==> config.mk <==
export PLATFORM = sky130hd
export DESIGN_NAME = fpdiv_ctrl_flat
export DESIGN_NICKNAME = d
export VERILOG_FILES = /design/src/rtl/fpdiv_pkg.sv /design/src/rtl/fpdiv_ctrl_if.sv /design/src/rtl/fpdiv_ctrl.sv /design/src/flat_wrapper.sv
export SDC_FILE = /design/constraint.sdc
export NUM_CORES = 1
export LEC_CHECK = 0
export CAP_MARGIN = 20
export CORE_AREA = 2 2 39 41
export CTS_CLUSTER_SIZE = 8
export DETAILED_ROUTE_END_ITERATION = 7
export DIE_AREA = 0 0 41 43
export HOLD_SLACK_MARGIN = 0.1
export PLACE_DENSITY = 0.74
export REMOVE_ABC_BUFFERS = 1
export SYNTH_ARGS = -nofsm -noshare
export SYNTH_HDL_FRONTEND = slang
export SYNTH_SLANG_ARGS = --single-unit
export TNS_END_PERCENT = 50
==> constraint.sdc <==
create_clock -name clk -period 1.83 [get_ports clk]
set_input_delay 0.2745 -clock clk [delete_from_list [all_inputs] [get_ports clk]]
set_output_delay 0.2745 -clock clk [all_outputs]
set_load 0.1 [all_outputs]
==> src/rtl/fpdiv_pkg.sv <==
// Shared definitions for the Goldschmidt divider: sequencer states, mux select codes,
// the initial-approximation constant and the state-to-control decode.
package fpdiv_pkg;

    typedef enum logic [2:0] {
        IDLE    = 3'd0,
        INIT_N  = 3'd1,
        INIT_D  = 3'd2,
        ITER_N  = 3'd3,
        ITER_D  = 3'd4,
        FINAL_N = 3'd5,
        DONE    = 3'd6
    } state_t;

    localparam logic [1:0] MUXA_REGA = 2'b00;
    localparam logic [1:0] MUXA_D    = 2'b01;
    localparam logic [1:0] MUXA_IA   = 2'b10;

    localparam logic [1:0] MUXB_D    = 2'b00;
    localparam logic [1:0] MUXB_X    = 2'b01;
    localparam logic [1:0] MUXB_REGB = 2'b10;
    localparam logic [1:0] MUXB_REGC = 2'b11;

    localparam logic [23:0] IA_CONST = 24'h60_0000;

    typedef struct packed {
        logic [1:0] sel_muxa;
        logic [1:0] sel_muxb;
        logic       loada;
        logic       loadb;
        logic       loadc;
        logic       busy;
        logic       done;
    } ctrl_out_t;

    // Moore decode: every control output is a pure function of the state.
    function automatic ctrl_out_t decode_state(input state_t st);
        ctrl_out_t o;
        o = '{sel_muxa: MUXA_REGA, sel_muxb: MUXB_D, loada: 1'b0, loadb: 1'b0,
              loadc: 1'b0, busy: 1'b1, done: 1'b0};
        case (st)
            IDLE:    o.busy = 1'b0;
            INIT_N:  begin o.sel_muxa = MUXA_IA;   o.sel_muxb = MUXB_X;    o.loadc = 1'b1; end
            INIT_D:  begin o.sel_muxa = MUXA_IA;   o.sel_muxb = MUXB_D;    o.loada = 1'b1; o.loadb = 1'b1; end
            ITER_N:  begin o.sel_muxa = MUXA_REGA; o.sel_muxb = MUXB_REGC; o.loadc = 1'b1; end
            ITER_D:  begin o.sel_muxa = MUXA_REGA; o.sel_muxb = MUXB_REGB; o.loada = 1'b1; o.loadb = 1'b1; end
            FINAL_N: begin o.sel_muxa = MUXA_REGA; o.sel_muxb = MUXB_REGC; o.loadc = 1'b1; end
            DONE:    o.done = 1'b1;
            default: o.busy = 1'b0;
        endcase
        return o;
    endfunction

endpackage

==> src/rtl/fpdiv_ctrl_if.sv <==
// Request/control bundle between a division requester, the sequencer and the fpdiv datapath.
interface fpdiv_ctrl_if;
    logic       start;
    logic       abort;
    logic [1:0] sel_muxa;
    logic [1:0] sel_muxb;
    logic       loada;
    logic       loadb;
    logic       loadc;
    logic       busy;
    logic       done;

    modport master (
        input  start, abort,
        output sel_muxa, sel_muxb, loada, loadb, loadc, busy, done
    );

    modport slave (
        output start, abort,
        input  sel_muxa, sel_muxb, loada, loadb, loadc, busy, done
    );
endinterface

==> src/rtl/fpdiv_ctrl.sv <==
// Goldschmidt divider sequencer: initial approximation pair, ITERS-1 refinement pairs,
// one final numerator multiply, then a single-cycle done pulse.
module fpdiv_ctrl
    import fpdiv_pkg::*;
#(
    parameter  int ITERS = 3,
    localparam int CNT_W = $clog2(ITERS + 1)
) (
    input  logic          clk,
    input  logic          reset,
    fpdiv_ctrl_if.master  bus
);

    if ((ITERS < 1) || (ITERS > 7)) begin : g_iters_range
        $error("fpdiv_ctrl: ITERS must be within 1..7");
    end

    localparam logic [CNT_W:0]   ITERS_EXT = ITERS[CNT_W:0];
    localparam logic [CNT_W-1:0] CNT_MAX   = ITERS[CNT_W-1:0];
    localparam logic [CNT_W-1:0] CNT_ONE   = CNT_W'(1'b1);
    localparam logic [CNT_W-1:0] CNT_ZERO  = CNT_W'(1'b0);

    state_t          state_r;
    state_t          state_next_s;
    logic [CNT_W-1:0] cnt_r;
    logic [CNT_W-1:0] cnt_next_s;
    logic [CNT_W:0]   cnt_inc_s;
    ctrl_out_t        out_r;

    // Next-state and counter logic; abort overrides every transition.
    always_comb begin
        state_next_s = state_r;
        cnt_next_s   = cnt_r;
        cnt_inc_s    = {1'b0, cnt_r} + {{CNT_W{1'b0}}, 1'b1};
        if (bus.abort) begin
            state_next_s = IDLE;
            cnt_next_s   = CNT_ZERO;
        end else begin
            case (state_r)
                IDLE:    if (bus.start) state_next_s = INIT_N; else state_next_s = IDLE;
                INIT_N:  state_next_s = INIT_D;
                INIT_D:  begin
                    cnt_next_s   = CNT_ONE;
                    state_next_s = (ITERS > 1) ? ITER_N : FINAL_N;
                end
                ITER_N:  state_next_s = ITER_D;
                ITER_D:  begin
                    // Saturate rather than wrap so a corrupted count can never re-enter the loop.
                    cnt_next_s   = (cnt_r < CNT_MAX) ? cnt_inc_s[CNT_W-1:0] : cnt_r;
                    state_next_s = (cnt_inc_s < ITERS_EXT) ? ITER_N : FINAL_N;
                end
                FINAL_N: state_next_s = DONE;
                DONE:    state_next_s = IDLE;
                default: state_next_s = IDLE;
            endcase
        end
    end

    // State, counter and outputs registered together; outputs decode the incoming state.
    always_ff @(posedge clk) begin
        if (reset) begin
            state_r <= IDLE;
            cnt_r   <= CNT_ZERO;
            out_r   <= decode_state(IDLE);
        end else begin
            state_r <= state_next_s;
            cnt_r   <= cnt_next_s;
            out_r   <= decode_state(state_next_s);
        end
    end

    assign bus.sel_muxa = out_r.sel_muxa;
    assign bus.sel_muxb = out_r.sel_muxb;
    assign bus.loada    = out_r.loada;
    assign bus.loadb    = out_r.loadb;
    assign bus.loadc    = out_r.loadc;
    assign bus.busy     = out_r.busy;
    assign bus.done     = out_r.done;

endmodule

==> src/flat_wrapper.sv <==
// flat-port wrapper written by rule: the top's interface ports become plain ports
module fpdiv_ctrl_flat import fpdiv_pkg::*;
#(
    parameter  int ITERS = 3,
    localparam int CNT_W = $clog2(ITERS + 1)
)
  (clk, reset, bus_start, bus_abort, bus_sel_muxa, bus_sel_muxb, bus_loada, bus_loadb, bus_loadc, bus_busy, bus_done);
  fpdiv_ctrl_if bus_i ();
  input  logic clk;
  input  logic reset;
  input wire logic [$bits(bus_i.start)-1:0] bus_start;
  input wire logic [$bits(bus_i.abort)-1:0] bus_abort;
  output wire logic [$bits(bus_i.sel_muxa)-1:0] bus_sel_muxa;
  output wire logic [$bits(bus_i.sel_muxb)-1:0] bus_sel_muxb;
  output wire logic [$bits(bus_i.loada)-1:0] bus_loada;
  output wire logic [$bits(bus_i.loadb)-1:0] bus_loadb;
  output wire logic [$bits(bus_i.loadc)-1:0] bus_loadc;
  output wire logic [$bits(bus_i.busy)-1:0] bus_busy;
  output wire logic [$bits(bus_i.done)-1:0] bus_done;
  assign bus_i.start = bus_start;
  assign bus_i.abort = bus_abort;
  assign bus_sel_muxa = bus_i.sel_muxa;
  assign bus_sel_muxb = bus_i.sel_muxb;
  assign bus_loada = bus_i.loada;
  assign bus_loadb = bus_i.loadb;
  assign bus_loadc = bus_i.loadc;
  assign bus_busy = bus_i.busy;
  assign bus_done = bus_i.done;
  fpdiv_ctrl #(.ITERS(ITERS)) u_core (.clk(clk), .reset(reset), .bus(bus_i));
endmodule
Word-level counts from Yosys, hierarchy flattened

Index checks and enable logic that the tools add are counted.

Bits in latches: 0
Input port bits: 4
Memory bits (writable): 0
Word-level logic and storage cells: 43
Output and inout port bits: 9
Register bits: 14
Memory bits (read-only): 0
Memories kept: 0

Multiply operators: 0
Reductions and logical operators: 8
Equal/unequal tests: 12
Bitwise logic cells: 0
Div/mod/pow operators: 0
$add $sub $neg: 1
Multiplexer cells: 11
Magnitude comparators: 2
Shift operators: 0

Operator list:

| operator                                            | number |
|---|---|
| one-hot mux 3 bit (6 select lines)                  | 1 |
| one-hot mux 4 bit (4 select lines)                  | 1 |
| == test 3 bit (second input constant)               | 5 |
| == test 3 x 2 -> 1 bit (second input constant)      | 4 |
| == test 3 x 1 -> 1 bit (second input constant)      | 2 |
| two-way mux 3 bit                                   | 2 |
| OR reduction 2 bit                                  | 3 |
| OR reduction 6 bit                                  | 1 |
| two-way mux 1 bit                                   | 4 |
| two-way mux 2 bit                                   | 2 |
| one-hot mux 2 bit (2 select lines)                  | 1 |
| adder 2 x 1 -> 3 bit (second input constant)        | 1 |
| zero test 3 bit                                     | 1 |
| < comparator 3 x 2 -> 1 bit (second input constant) | 1 |
| OR reduction 3 bit                                  | 1 |
| < comparator 2 bit (second input constant)          | 1 |
| != test 2 x 1 -> 1 bit (second input constant)      | 1 |
| AND reduction 2 bit                                 | 1 |
| nonzero test 2 bit                                  | 1 |

Depth between registers and ports, before layout

Depth after elaboration: 8
Depth in mapped cells: 5
Mapped depth without buffers: 5

Worst setup path before layout

OpenSTA, ideal clock, no wires.

Path type: register -> output
Start point: register u_core.out_r, in the netlist u_core.bus.loadb
End point: output bus_loadb
Cell stages (with the launch flop): 2
Arrival: 1.356 ns
Path slack: 0.199 ns
Data required time: 1.556 ns
Path buffers: 1
Cells stage by stage: dfxtp_1 > buf_4

RTL lines:

| element                  | line               | RTL |
|---|---|---|
| start: declaration       | fpdiv_ctrl.sv:28   | `ctrl_out_t out_r;` |
| start signal: assignment | fpdiv_ctrl.sv:64   | `out_r <= decode_state(IDLE);` |
| start signal: assignment | fpdiv_ctrl.sv:68   | `out_r <= decode_state(state_next_s);` |
| end: declaration         | flat_wrapper.sv:16 | `output wire logic [$bits(bus_i.loadb)-1:0] bus_loadb;` |

No word-level cell between the ends.

Worst setup path after layout

Start point: register u_core.cnt_r[0]
End point: register u_core.cnt_r[1]

Word-level cells in the longest chain between the ends: 3
Elaborated cells on any way between the ends: 6
Those cells by class: add/sub: 1; order compare: 1; eq/ne: 1; mux: 2; reduce/logical: 1

RTL lines:

| element                                                                   | line                               | RTL |
|---|---|---|
| start: declaration                                                        | fpdiv_ctrl.sv:25                   | `logic [CNT_W-1:0] cnt_r;` |
| start signal: assignment                                                  | fpdiv_ctrl.sv:67                   | `cnt_r <= cnt_next_s;` |
| adder 2 x 1 -> 3 bit or < comparator 2 bit (tied branches)                | fpdiv_ctrl.sv:34, fpdiv_ctrl.sv:49 |  |
| two-way mux 2 bit or != test 2 x 1 -> 1 bit (tied branches)               | n/a                                |  |
| one-hot mux 2 bit (2 select lines) or AND reduction 2 bit (tied branches) | n/a                                |  |

Parallel ways exist; a longest one is shown, timed or not. The select of a mux whose other input is x is not followed.
A chain may end at the register's enable or synchronous reset.

==> out/metrics.yaml <==
cells_and_area:
  nFillCells: 133
  antenna_cells: 0
  layout_commonest_cell: "dfxtp_1"
  regArea_um2: 240
  drive_gt1_frac: 0.299
  area_growth_syn_to_layout_pct: 18.6
  nNetsFinal: 74
  layout_common_cells: "dfxtp_1 (12), buf_4 (8), nor3_1 (6), nor2_1 (6)"
  design_area_um2: 654
  multiInputGateArea_um2: 260
power_and_ir_drop:
  seqPwrFrac: 0.490
  p_switching_mw: 0.153
  pwr-share-comb: 0.141
  internal_power_mw: 0.407
  totalPowerFinal_mw: 0.560
  power_density_nw_per_um2: 855
  p_leak_nw: 0.291
  swShare: 0.273
  p_clk_frac: 0.370
  ir_worst_vdd_uv: 264
routing:
  route.detailed.drc: 0
  vias: 411
  detail-route-antenna-nets: 0
  first_pass_iters: 4
  avgRoutedWirePerCell_um: 10.5
  viasPerCell: 4.95
  drt-total-wl_um: 870
  drt_iter0_drc: 10
clocking:
  clock-root-buffer: "clkbuf_4"
  cts_sinks: 12
  insertion_delay_ps: 270
  path_clk_slew_ps: 80
  cts_buffers: 3
  cts_resized: 0
  clockBufferDepth: 2
  postCtsSetupRepairBufs: 0
  cts_tree: "built"
  hold_buffers: 0
  cts-htree-levels: 1
logic_synthesis:
  synthMuxAreaShare: 0.0181
  yosysSeqAreaShare: 0.435
  synth_simple_gate_area_frac: 0.245
  synth-edff-count: 0
  avgSynthCellArea_um2: 9.51
  async_flop_share: 0
  synth-adder-area-share: 0.0454
  ys_ff_latch: 12
  synth_top_family_by_area: "simple AND/OR/NAND/NOR gates"
  synth-xor-area-share: 0
  ys_types: 25
  synth_compound_area_frac: 0.156
  ys.flop_type: "dfxtp_1"
  synth_warnings: 0
  syn-instance-count: 58
  syn_area_um2: 552
global_routing:
  first_global_vias: 328
  antenna_found_initial: 0
  grtUsageTotal: 0.116
  grt_max_degree: 14
  grt_pass1_wl_um: 1390
  overflow: 0
sta:
  slew_violations: 0
  hold_slack_ps: 524
  finalClockSkew_ps: 5.44
  grt_setup_unrepaired: "no"
  hold_viol: 0
  finalSetupTns_ps: 0
  period_share: 0.687
  post-route-min-period_ps: 1260
  setup_ws_ps: 573
  fmax_mhz: 796
  setup_viol: 0
outcome:
  status: "completed"
worst_setup_path:
  required_ps: 2020
  crit_buf_inv: 1
  critical_path_class: "reg2reg"
  crit_family: "flip-flops"
  crit_slowest_cell: "dfxtp_1"
  worstPathCellList: "inv_1, ha_1, nor3_1, mux2i_1, o31ai_2"
  start_kind: "register"
  max_stage_delay_ps: 370
  crit_fanout: 4
  worst_ep_arrival_time_ps: 1450
  critPathCaptureType: "register"
run:
  drv_cap: 0
place:
  post-place-ws_ps: 440
  dp_hpwl_um: 644
  place_congestion: 0.686
  place_area_um2: 618
  io_buffers: 11
die:
  core_area_um2: 1380
  start_util: 0.399
  die_area_um2: 1760
  io_pins: 13
  die_x_um: 41
  fp-row-count: 14
  die_h_um: 43
worst_hold_path:
  hold_class: "reg2reg"
final timing paths:
kind / from / to / slack [ps] / cells past startpoint
worst max-delay path: u_core.cnt_r[0] / u_core.cnt_r[1] / 570 / 5
worst min-delay path: u_core.cnt_r[1] / u_core.cnt_r[1] / 520 / 2
worst max register to register: u_core.cnt_r[0] / u_core.cnt_r[1] / 570 / 5
worst min register to register: u_core.cnt_r[1] / u_core.cnt_r[1] / 520 / 2
Yosys cell counts, drive strengths merged (2+ instances only):
cell / instances / area, um^2
nand2: 4 / 15.0
nor2: 6 / 22.5
ha: 2 / 25.0
nor3: 6 / 30.0
o31ai: 2 / 20.0
buf: 6 / 43.8
and2b: 2 / 17.5
dfxtp: 12 / 240
a21oi: 4 / 20.0
inv: 2 / 7.51
per-stage QoR:
step                      instances   util
final                            83  0.473
after global routing             83  0.473
after CTS                        83  0.473
after detailed placement         79  0.447
after global placement           79  0.447
after floorplan                  52      -
cell families after synthesis:
kind of cell | Yosys count
AOI/OAI and AO/OA | 11
and+or+nand+nor | 23
adders and majority gates | 2
buffers and inverters | 8
muxes | 1
DFF | 12
other | 1
worst register-to-register path, cell delays in order, from the launching register on:
cell,delay (ps)
dfxtp_1,370
inv_1,80
ha_1,290
nor3_1,170
mux2i_1,110
o31ai_2,170
power groups by stage:
stage	Clock [mW]	Combinational, mW	Sequential, mW
after floorplan	0	0.0235	0.316
after global placement	0	0.0784	0.280
after detailed placement	0	0.0788	0.280
after CTS	0.214	0.0789	0.274
after global routing	0.228	0.0825	0.275
final	0.207	0.0787	0.274
cell type report:
cell class	count	area share
well taps	16	0.0306
multi-input cells	38	0.398
inverters	2	0.0115
clock buffers	4	0.0554
flip-flops and latches	12	0.367
repair buffers	11	0.138
registers in the layout, indices dropped and copies added, names as in the netlist:
register,cells
u_core.bus.busy,1
u_core.bus.loadc,1
u_core.bus.done,1
u_core.cnt_r,2
u_core.state_r,3
u_core.bus.sel_muxa,1
u_core.bus.loadb,1
u_core.bus.sel_muxb,2
per-layer routing:
metal	global-route usage	wire, um
met1	0.173	427
met2	0.138	375
met3	0.0157	49
met4	0.100	19
met5	0	0
Note: power is estimated with default switching activity, not from simulation.
